**src/rtl/instr_encoder.sv**
```systemverilog
// RV32I instruction encoder and instruction-memory loader: packs symbolic requests
// into machine words, buffers them in a FIFO and writes them sequentially from a base address.
module instr_encoder #(
  parameter int DEPTH  = 4,
  parameter int ADDR_W = 16
) (
  input  logic              clk,
  input  logic              rst,
  input  logic              start,
  input  logic [ADDR_W-1:0] base_addr,
  input  logic              in_valid,
  output logic              in_ready,
  input  logic              in_last,
  input  logic [2:0]        in_kind,
  input  logic [2:0]        in_funct3,
  input  logic              in_alt,
  input  logic [4:0]        in_rd,
  input  logic [4:0]        in_rs1,
  input  logic [4:0]        in_rs2,
  input  logic [31:0]       in_imm,
  output logic              imem_we,
  output logic [ADDR_W-1:0] imem_addr,
  output logic [31:0]       imem_wdata,
  input  logic              imem_ready,
  output logic              busy,
  output logic              done,
  output logic [7:0]        err_count
);

  localparam int PTR_W = (DEPTH > 1) ? $clog2(DEPTH) : 1;
  localparam int CNT_W = PTR_W + 1;
  localparam logic [31:0] NOP = 32'h0000_0013;

  typedef enum logic [1:0] {IDLE, LOAD, DRAIN} state_t;

  state_t            state, next_state;
  logic [31:0]       mem [DEPTH];
  logic [PTR_W-1:0]  wr_ptr, rd_ptr;
  logic [CNT_W-1:0]  count;
  logic [ADDR_W-1:0] waddr;
  logic              fifo_full, fifo_empty, push, pop, finish, start_ok;
  logic              imm12_ok, b_ok, j_ok, shamt_ok, is_shift, legal;
  logic [31:0]       raw_word, word;

  assign fifo_empty = (count == '0);
  assign fifo_full  = (count == CNT_W'(DEPTH));
  assign busy       = (state != IDLE);
  assign in_ready   = (state == LOAD) && !fifo_full;
  assign push       = in_valid && in_ready;
  assign imem_we    = busy && !fifo_empty;
  assign pop        = imem_we && imem_ready;
  assign imem_addr  = waddr;
  assign imem_wdata = imem_we ? mem[rd_ptr] : '0;
  // A start coinciding with the done pulse belongs to the session that just ended.
  assign start_ok   = (state == IDLE) && start && !done;
  assign finish     = (state == DRAIN) && (fifo_empty || (count == CNT_W'(1) && pop));

  // Range checks: the immediate must be a sign-extension of its encodable field.
  assign imm12_ok = (in_imm[31:11] == {21{in_imm[11]}});
  assign b_ok     = (in_imm[31:12] == {20{in_imm[12]}}) && !in_imm[0];
  assign j_ok     = (in_imm[31:20] == {12{in_imm[20]}}) && !in_imm[0];
  assign shamt_ok = (in_imm[31:5] == '0);
  assign is_shift = (in_funct3 == 3'b001) || (in_funct3 == 3'b101);

  always_comb begin
    raw_word = NOP;
    legal    = 1'b0;
    case (in_kind)
      3'd0: begin
        raw_word = {in_imm[11:0], in_rs1, 3'b010, in_rd, 7'b0000011};
        legal    = imm12_ok;
      end
      3'd1: begin
        raw_word = {in_imm[11:5], in_rs2, in_rs1, 3'b010, in_imm[4:0], 7'b0100011};
        legal    = imm12_ok;
      end
      3'd2: begin
        raw_word = {1'b0, in_alt, 5'b00000, in_rs2, in_rs1, in_funct3, in_rd, 7'b0110011};
        legal    = !in_alt || (in_funct3 == 3'b000) || (in_funct3 == 3'b101);
      end
      3'd3: begin
        raw_word = {in_imm[12], in_imm[10:5], in_rs2, in_rs1, 3'b000,
                    in_imm[4:1], in_imm[11], 7'b1100011};
        legal    = b_ok;
      end
      3'd4: begin
        if (is_shift) begin
          raw_word = {1'b0, in_alt, 5'b00000, in_imm[4:0], in_rs1, in_funct3, in_rd, 7'b0010011};
          legal    = shamt_ok && !(in_alt && in_funct3 == 3'b001);
        end else begin
          raw_word = {in_imm[11:0], in_rs1, in_funct3, in_rd, 7'b0010011};
          legal    = imm12_ok && !in_alt;
        end
      end
      3'd5: begin
        raw_word = {in_imm[20], in_imm[10:1], in_imm[11], in_imm[19:12], in_rd, 7'b1101111};
        legal    = j_ok;
      end
      default: legal = 1'b0;
    endcase
    word = legal ? raw_word : NOP;
  end

  always_ff @(posedge clk or posedge rst) begin
    if (rst) state <= IDLE;
    else     state <= next_state;
  end

  always_comb begin
    next_state = state;
    case (state)
      IDLE:    if (start_ok) next_state = LOAD;
      LOAD:    if (push && in_last) next_state = DRAIN;
      DRAIN:   if (finish) next_state = IDLE;
      default: next_state = IDLE;
    endcase
  end

  // NOTE: sequential state uses non-blocking assignments so every register samples pre-edge values.
  always_ff @(posedge clk or posedge rst) begin
    if (rst) begin
      wr_ptr    <= '0;
      rd_ptr    <= '0;
      count     <= '0;
      waddr     <= '0;
      err_count <= '0;
      done      <= 1'b0;
    end else begin
      done <= finish;
      if (push) wr_ptr <= wr_ptr + PTR_W'(1);
      if (pop)  rd_ptr <= rd_ptr + PTR_W'(1);
      case ({push, pop})
        2'b10:   count <= count + CNT_W'(1);
        2'b01:   count <= count - CNT_W'(1);
        default: count <= count;
      endcase
      if (start_ok)  waddr <= base_addr & ~ADDR_W'(3);
      else if (pop)  waddr <= waddr + ADDR_W'(4);
      if (start_ok)
        err_count <= '0;
      else if (push && !legal && err_count != 8'hFF)
        err_count <= err_count + 8'd1;
    end
  end

  // NOTE: FIFO storage has no reset; imem_wdata is gated to 0 whenever the FIFO is empty.
  always_ff @(posedge clk) begin
    if (push) mem[wr_ptr] <= word;
  end

endmodule

```
**config.mk**
```make
export PLATFORM = sky130hd
export DESIGN_NAME = instr_encoder
export DESIGN_NICKNAME = d
export VERILOG_FILES = /design/src/rtl/instr_encoder.sv
export SDC_FILE = /design/constraint.sdc
export NUM_CORES = 1
export LEC_CHECK = 0
export CAP_MARGIN = 15
export CORE_MARGIN = 2
export CORE_UTILIZATION = 40
export CTS_BUF_LIST = sky130_fd_sc_hd__clkbuf_8
export DETAILED_ROUTE_END_ITERATION = 7
export PLACE_DENSITY = 0.64
export SLEW_MARGIN = 20
export SYNTH_ARGS = -nofsm -noshare
export SYNTH_HDL_FRONTEND = slang
export SYNTH_SLANG_ARGS = --single-unit
```
**constraint.sdc**
```tcl
create_clock -name clk -period 4.2 [get_ports clk]
set_input_delay 0.84 -clock clk [delete_from_list [all_inputs] [get_ports clk]]
set_output_delay 0.84 -clock clk [all_outputs]
set_load 0.005 [all_outputs]
```
==> results.ini, run 1 <==
[outcome]
status = finished, final reports clean

[worst_hold_path]
hp-class = reg2reg
whs_path_depth = 1
worstHoldStart = rd_ptr[1]
holdPathEnd = rd_ptr[1]

[yosys]
synthTopCellsByCount = 116 x edfxtp_1, 55 x nor2_1, 42 x and2_1
netlist_instances = 550
ys_async_sr_fraction = 0.216
yosysTopAreaCell = edfxtp_1
synth_top_area_share = 0.488
ys_ff_latch = 148
synth_edf_count = 116
synthTopCellsByArea = edfxtp_1 49%, dfrtp_1 11%, mux4_2 9.2%, and2_1 3.7%, nor2_1 2.9%
synth-seq-area-share = 0.601
ys.flop_type = edfxtp_1
synth.most_common_cell = edfxtp_1
syn-cell-area_um2 = 7130
yosysWarnings = 0
synth.avg_cell_area_um2 = 13.0
ys_types = 56

[clock_tree]
cts.reportedPaths.clkPinSlew_ns = 0.09
root_buffer = clkbuf_8
worstSkewPairLatency_ns = 0.45
cts.sinks = 148
cts_buffer_depth = 2
hold_buffers = 0
cts_resized = 0
cts_made_buffers = 17
htreeDepth = 4
tritoncts = yes
cts_setup_buffers = 0

[floorplan]
die_height_um = 138
fp-row-count = 48
die-area_um2 = 18900
ioPinCount = 136
coreArea_um2 = 17400
die-width_um = 138
start_util = 0.411

[setup_path]
timing.rr.start = count[0]
critical_path_class = in2reg
crit_buf_inv = 3
crit_chain = clkdlybuf4s50_1, inv_1, ha_1, or4b_2, or4_1, or3_4, o211ai_2, nor2_1, buf_4, nor2_1
critPathLaunchType = primary input
cp_common_cell = nor2_1
timing.critical_path.arrival_ns = 3.75
reg2reg_slack_ns = 1.38
cp_slowest_cell = or4b_2
reg2reg_depth = 9
worst_ep_required_time_ns = 4.45
endpoint_kind = flop
cp_max_fo = 21
cp_slowest_stage_delay_ns = 0.57
path_delay_family = simple AND/OR/NAND/NOR gates
timing.rr.end = err_count[1]

[routing]
routed_wl_mm = 17.6
first_iter_violations = 399
wl_per_cell_um = 18.9
antenna_left = 0
num_vias = 5070
vias_per_cell = 5.46
drtPass1Iterations = 5
drc_errors = 0

[sta]
slew_headroom = 0.508
fin_crit_sh = 0.832
tightest_slew_ns = 0.730
hold_ws_ns = 0.473
period_needed_ns = 3.49
rsz0062_at_grt = false
max_freq_mhz = 286
fin_setup_tns_ns = 0
setup_violations = 0
drv_slew = 0
hold_violations = 0
finalClockSkew_ns = 0.0138

[placement]
portBuffers = 131
hpwl_mm = 12.2
gp_congestion = 0.857
dp_cells = 897

[power_and_ir_drop]
pwr_density_cell_nw_per_um2 = 590
ir_drop_uv = 298
power.leakage_nw = 3.20

[grt]
grt_pass1_wl_mm = 27.1
grt_pass1_vias = 5055
antenna_found_initial = 0
track_usage = 0.193
grt_max_degree = 33
gr-total-overflow = 0

[layout]
instances_no_fill = 929
nNetsFinal = 779
syn_to_final_growth_pct = 28.5
layout-drive-gt1-share = 0.126
antenna_cells = 0

[job]
drv_cap = 0

-- cell usage in the layout (no fill, tap or decap), types with 5 or more instances in the layout --
cell	n
clkbuf_8	17
xnor2_1	14
a21oi_1	16
dfrtp_1	31
a211o_1	5
nand2_1	41
nor2b_1	5
buf_4	17
nand2b_1	5
edfxtp_1	116
a22oi_1	12
and3_1	6
ha_1	12
nand4_1	7
mux4_2	29
nor2_1	55
clkdlybuf4s50_1	131
o21ai_0	22
xor2_1	7
nand3_1	10
inv_6	6
nor4_1	7
inv_1	21
mux2i_1	9
nor3_1	7
and2_1	42
-- flip-flops by register name (all words and copies together) (netlist names) --
name / flops
state: 2
wr_ptr: 2
imem_addr: 14
mem: 116
done: 1
err_count: 8
count: 3
rd_ptr: 2
-- routing by layer --
metal	share of wire	up-vias	track usage	routed length, um
met1	0.43	2489	0.255	7590
met4	0.016	0	0.0590	281
met3	0.081	23	0.0460	1430
li1	-	2321	-	-
met5	0	-	0	0
met2	0.47	237	0.319	8280
-- area by class of cell --
class	instances	area (um2)
fill	1479	8190
timing repair buffer	149	1460
sequential	148	4290
multi-input combinational	353	2660
clock buffer	17	234
tap	225	282
inverter	22	82.6
clock inverter	15	168
-- metrics by stage --
stage / setup slack [ns] / utilization / total power, mW / area, um2
finish: 0.707 / 0.528 / 5.41 / 9170
global route: 0.576 / 0.528 / 5.75 / 9170
CTS: 0.651 / 0.528 / 5.49 / 9170
detailed placement: 0.258 / 0.505 / 4.37 / 8760
global placement: 0.313 / 0.505 / 4.31 / 8760
floorplan: 0.959 / - / 3.24 / 7140
-- worst max path at each step --
| stage | start | endpoint | depth (start not counted) |
|---|---|---|---|
| final | in_imm[11] | mem[2][18] | 10 |
| after global routing | rd_ptr[0] | imem_wdata[5] | 4 |
| after CTS | rd_ptr[0] | imem_wdata[30] | 4 |
| after detailed placement | in_imm[11] | mem[0][29] | 10 |
| after global placement | in_imm[11] | mem[2][27] | 10 |
| after floorplan | in_imm[11] | mem[0][25] | 8 |
-- cell families after synthesis --
family                     after synthesis  synth area share
adders and majority gates               12            0.0210
AOI/OAI and AO/OA                       82            0.0775
buffers and inverters                   50            0.0289
other                                    1          0.000526
xor gates and xnor gates                21            0.0258
muxes                                   39             0.106
and+or+nand+nor                        197             0.140
DFF                                    148             0.601
-- report_power, final --
| part | switching [mW] | internal, mW |
|---|---|---|
| clock network | 0.570 | 0.544 |
| registers | 0.216 | 1.88 |
| logic | 0.931 | 1.27 |
Power figures use the tool's default switching activity.
==> run 2: changes to the inputs <==
--- a/config.mk
+++ b/config.mk
@@ -10,7 +10,7 @@
 export CORE_UTILIZATION = 40
 export CTS_BUF_LIST = sky130_fd_sc_hd__clkbuf_8
 export DETAILED_ROUTE_END_ITERATION = 7
-export PLACE_DENSITY = 0.64
+export PLACE_DENSITY = 0.67
 export SLEW_MARGIN = 20
 export SYNTH_ARGS = -nofsm -noshare
 export SYNTH_HDL_FRONTEND = slang
==> constraint.sdc (replaced) <==
create_clock -name clk -period 2.86 [get_ports clk]
set_input_delay 0.572 -clock clk [delete_from_list [all_inputs] [get_ports clk]]
set_output_delay 0.572 -clock clk [all_outputs]
set_load 0.005 [all_outputs]
==> results.ini, run 2 (synthesis gave the netlist of run 1 again) <==
[grt]
antenna_found_initial = 1  ; +1
grt_max_degree = 32  ; -3.0%
track_usage = 0.203  ; +0.00973
gr-total-overflow = 0  ; unchanged
grt_pass1_vias = 5424  ; +7.3%
grt_pass1_wl_mm = 28.2  ; +4.3%

[outcome]
status = finished, final reports clean

[clock_tree]
tritoncts = yes
htreeDepth = 4  ; unchanged
cts.reportedPaths.clkPinSlew_ns = 0.09  ; about the same
worstSkewPairLatency_ns = 0.46  ; about the same
cts_buffer_depth = 2  ; unchanged
cts_made_buffers = 17  ; unchanged
root_buffer = clkbuf_8
cts.sinks = 148  ; unchanged
hold_buffers = 0  ; unchanged

[sta]
rsz0062_at_grt = true
period_needed_ns = 2.81
slew_headroom = 0.495  ; -0.0134
hold_ws_ns = 0.511  ; +0.0377 ns
finalClockSkew_ns = 0.00952  ; -0.00428 ns
hold_violations = 0  ; unchanged
fin_crit_sh = 0.984
max_freq_mhz = 355
drv_slew = 0  ; unchanged
tightest_slew_ns = 0.757  ; +0.0270 ns
setup_violations = 0  ; unchanged

[setup_path]
timing.rr.end = err_count[1]
reg2reg_depth = 10  ; +1
critPathLaunchType = primary input
timing.critical_path.arrival_ns = 3.08  ; -0.67 ns
endpoint_kind = flop
critical_path_class = in2reg
cp_max_fo = 21  ; unchanged
reg2reg_slack_ns = 0.67  ; -0.71 ns
worst_ep_required_time_ns = 3.13  ; -1.32 ns
timing.rr.start = count[1]

[routing]
drtPass1Iterations = 5  ; unchanged
vias_per_cell = 5.30  ; -2.8%
drc_errors = 0  ; unchanged
first_iter_violations = 359  ; -10%
routed_wl_mm = 18.4  ; +4.5%
antenna_left = 0  ; unchanged
wl_per_cell_um = 18.6  ; -1.8%
num_vias = 5241  ; +3.4%

[floorplan]
die_height_um = 138  ; unchanged
fp-row-count = 48  ; unchanged
coreArea_um2 = 17400  ; unchanged
start_util = 0.411  ; unchanged
die-width_um = 138  ; unchanged
ioPinCount = 136  ; unchanged
die-area_um2 = 18900  ; unchanged

[placement]
gp_congestion = 0.846  ; -1.3%
hpwl_mm = 12.5  ; +2.2%
portBuffers = 131  ; unchanged

[power_and_ir_drop]
pwr_density_cell_nw_per_um2 = 853  ; +44%
ir_drop_uv = 446  ; +50%
finalPower_mw = 8.44  ; +56%
power.leakage_nw = 3.75  ; +17%

[layout]
syn_to_final_growth_pct = 38.7
regMostFlops = mem
layout_common_cells = 116 x edfxtp_1, 108 x clkdlybuf4s50_1, 63 x buf_4, 46 x nor2_1, 41 x nand2_1
nNetsFinal = 837  ; +7.4%
layout-drive-gt1-share = 0.226  ; +0.0993
largest_reg_flops = 116  ; unchanged
final_common_cell = edfxtp_1

[job]
drv_cap = 0  ; unchanged

[worst_hold_path]
whs_path_depth = 1  ; unchanged
holdPathEnd = done
hp-class = reg2reg
worstHoldStart = count[2]

-- run 2: changes by cell type in the layout (fill, tap and decap cells not counted), sizes merged, moves of 2 or more --
cell,change
buf,+58
clkdlybuf4s50,-23
dlymetal6s2s,+17
dlygate4sd2,+5
clkinv,-2
clkinvlp,+2
-- run 2: cell type report --
class / count / area, um2
fillers: 1398 / 7460
flip-flops and latches: 148 / 4290
multi-input cells: 353 / 2750
repair buffers: 207 / 2070
well taps: 225 / 282
clock buffers: 17 / 234
clock inverters: 15 / 180
inverters: 22 / 95.1
diodes: 1 / 2.50
-- run 2: routing by layer --
metal / vias to the layer above / global-route usage / part of all wire
met5: - / 0 / 0
met4: 0 / 0.0556 / 0.015
met3: 23 / 0.0533 / 0.075
met2: 198 / 0.344 / 0.50
met1: 2573 / 0.259 / 0.41
li1: 2447 / - / -
-- run 2: repair_timing --
item	4_1_cts	5_1_grt
pin swaps	4	4
setup buffers	4	3
cloned	1	0
gates resized for setup	20	35
setup endpoints to repair	146	128
-- run 2: worst max-delay path by stage --
stage	slack (ns)	end	startpoint	depth (start not counted)
floorplan	-0.02	mem[0][25]	in_imm[16]	6
global placement	-0.69	mem[2][26]	in_imm[11]	11
detailed placement	-0.74	mem[3][26]	in_imm[11]	11
CTS	0.004	mem[3][28]	in_imm[17]	8
global route	-0.01	imem_wdata[15]	rd_ptr[0]	4
finish	0.05	mem[3][16]	in_imm[6]	9
-- run 2: worst max-delay path, cell delays in order --
cell and delay [ns]:
clkdlybuf4s50_1 0.45, or4_4 0.50, or4_4 0.42, or3_4 0.38
buf_4 0.14, o211ai_2 0.07, nor2_1 0.11, buf_12 0.18
nor2_1 0.24
-- run 2: stage by stage --
| stage | std cells | worst slack, ns | cell area (um2) | utilization | setup TNS [ns] |
|---|---|---|---|---|---|
| 3_3_place_gp | 947 | -0.693 | 9260 | 0.533 | -68.91 |
| 4_1_cts | 984 | 0.00416 | 9770 | 0.563 | 0 |
| 2_1_floorplan | 551 | -0.0222 | 7170 | - | -0.445 |
| 3_5_place_dp | 947 | -0.738 | 9260 | 0.533 | -74.49 |
| 5_1_grt | 987 | -0.0117 | 9890 | 0.570 | -0.0207 |
| 6_report | 988 | 0.0461 | 9890 | 0.570 | 0 |
-- run 2: report_power, final --
group | switching (mW) | internal (mW) | total (mW)
sequential | 0.247 | 2.76 | 3.01
combinational | 1.59 | 2.15 | 3.74
clock | 0.818 | 0.869 | 1.69
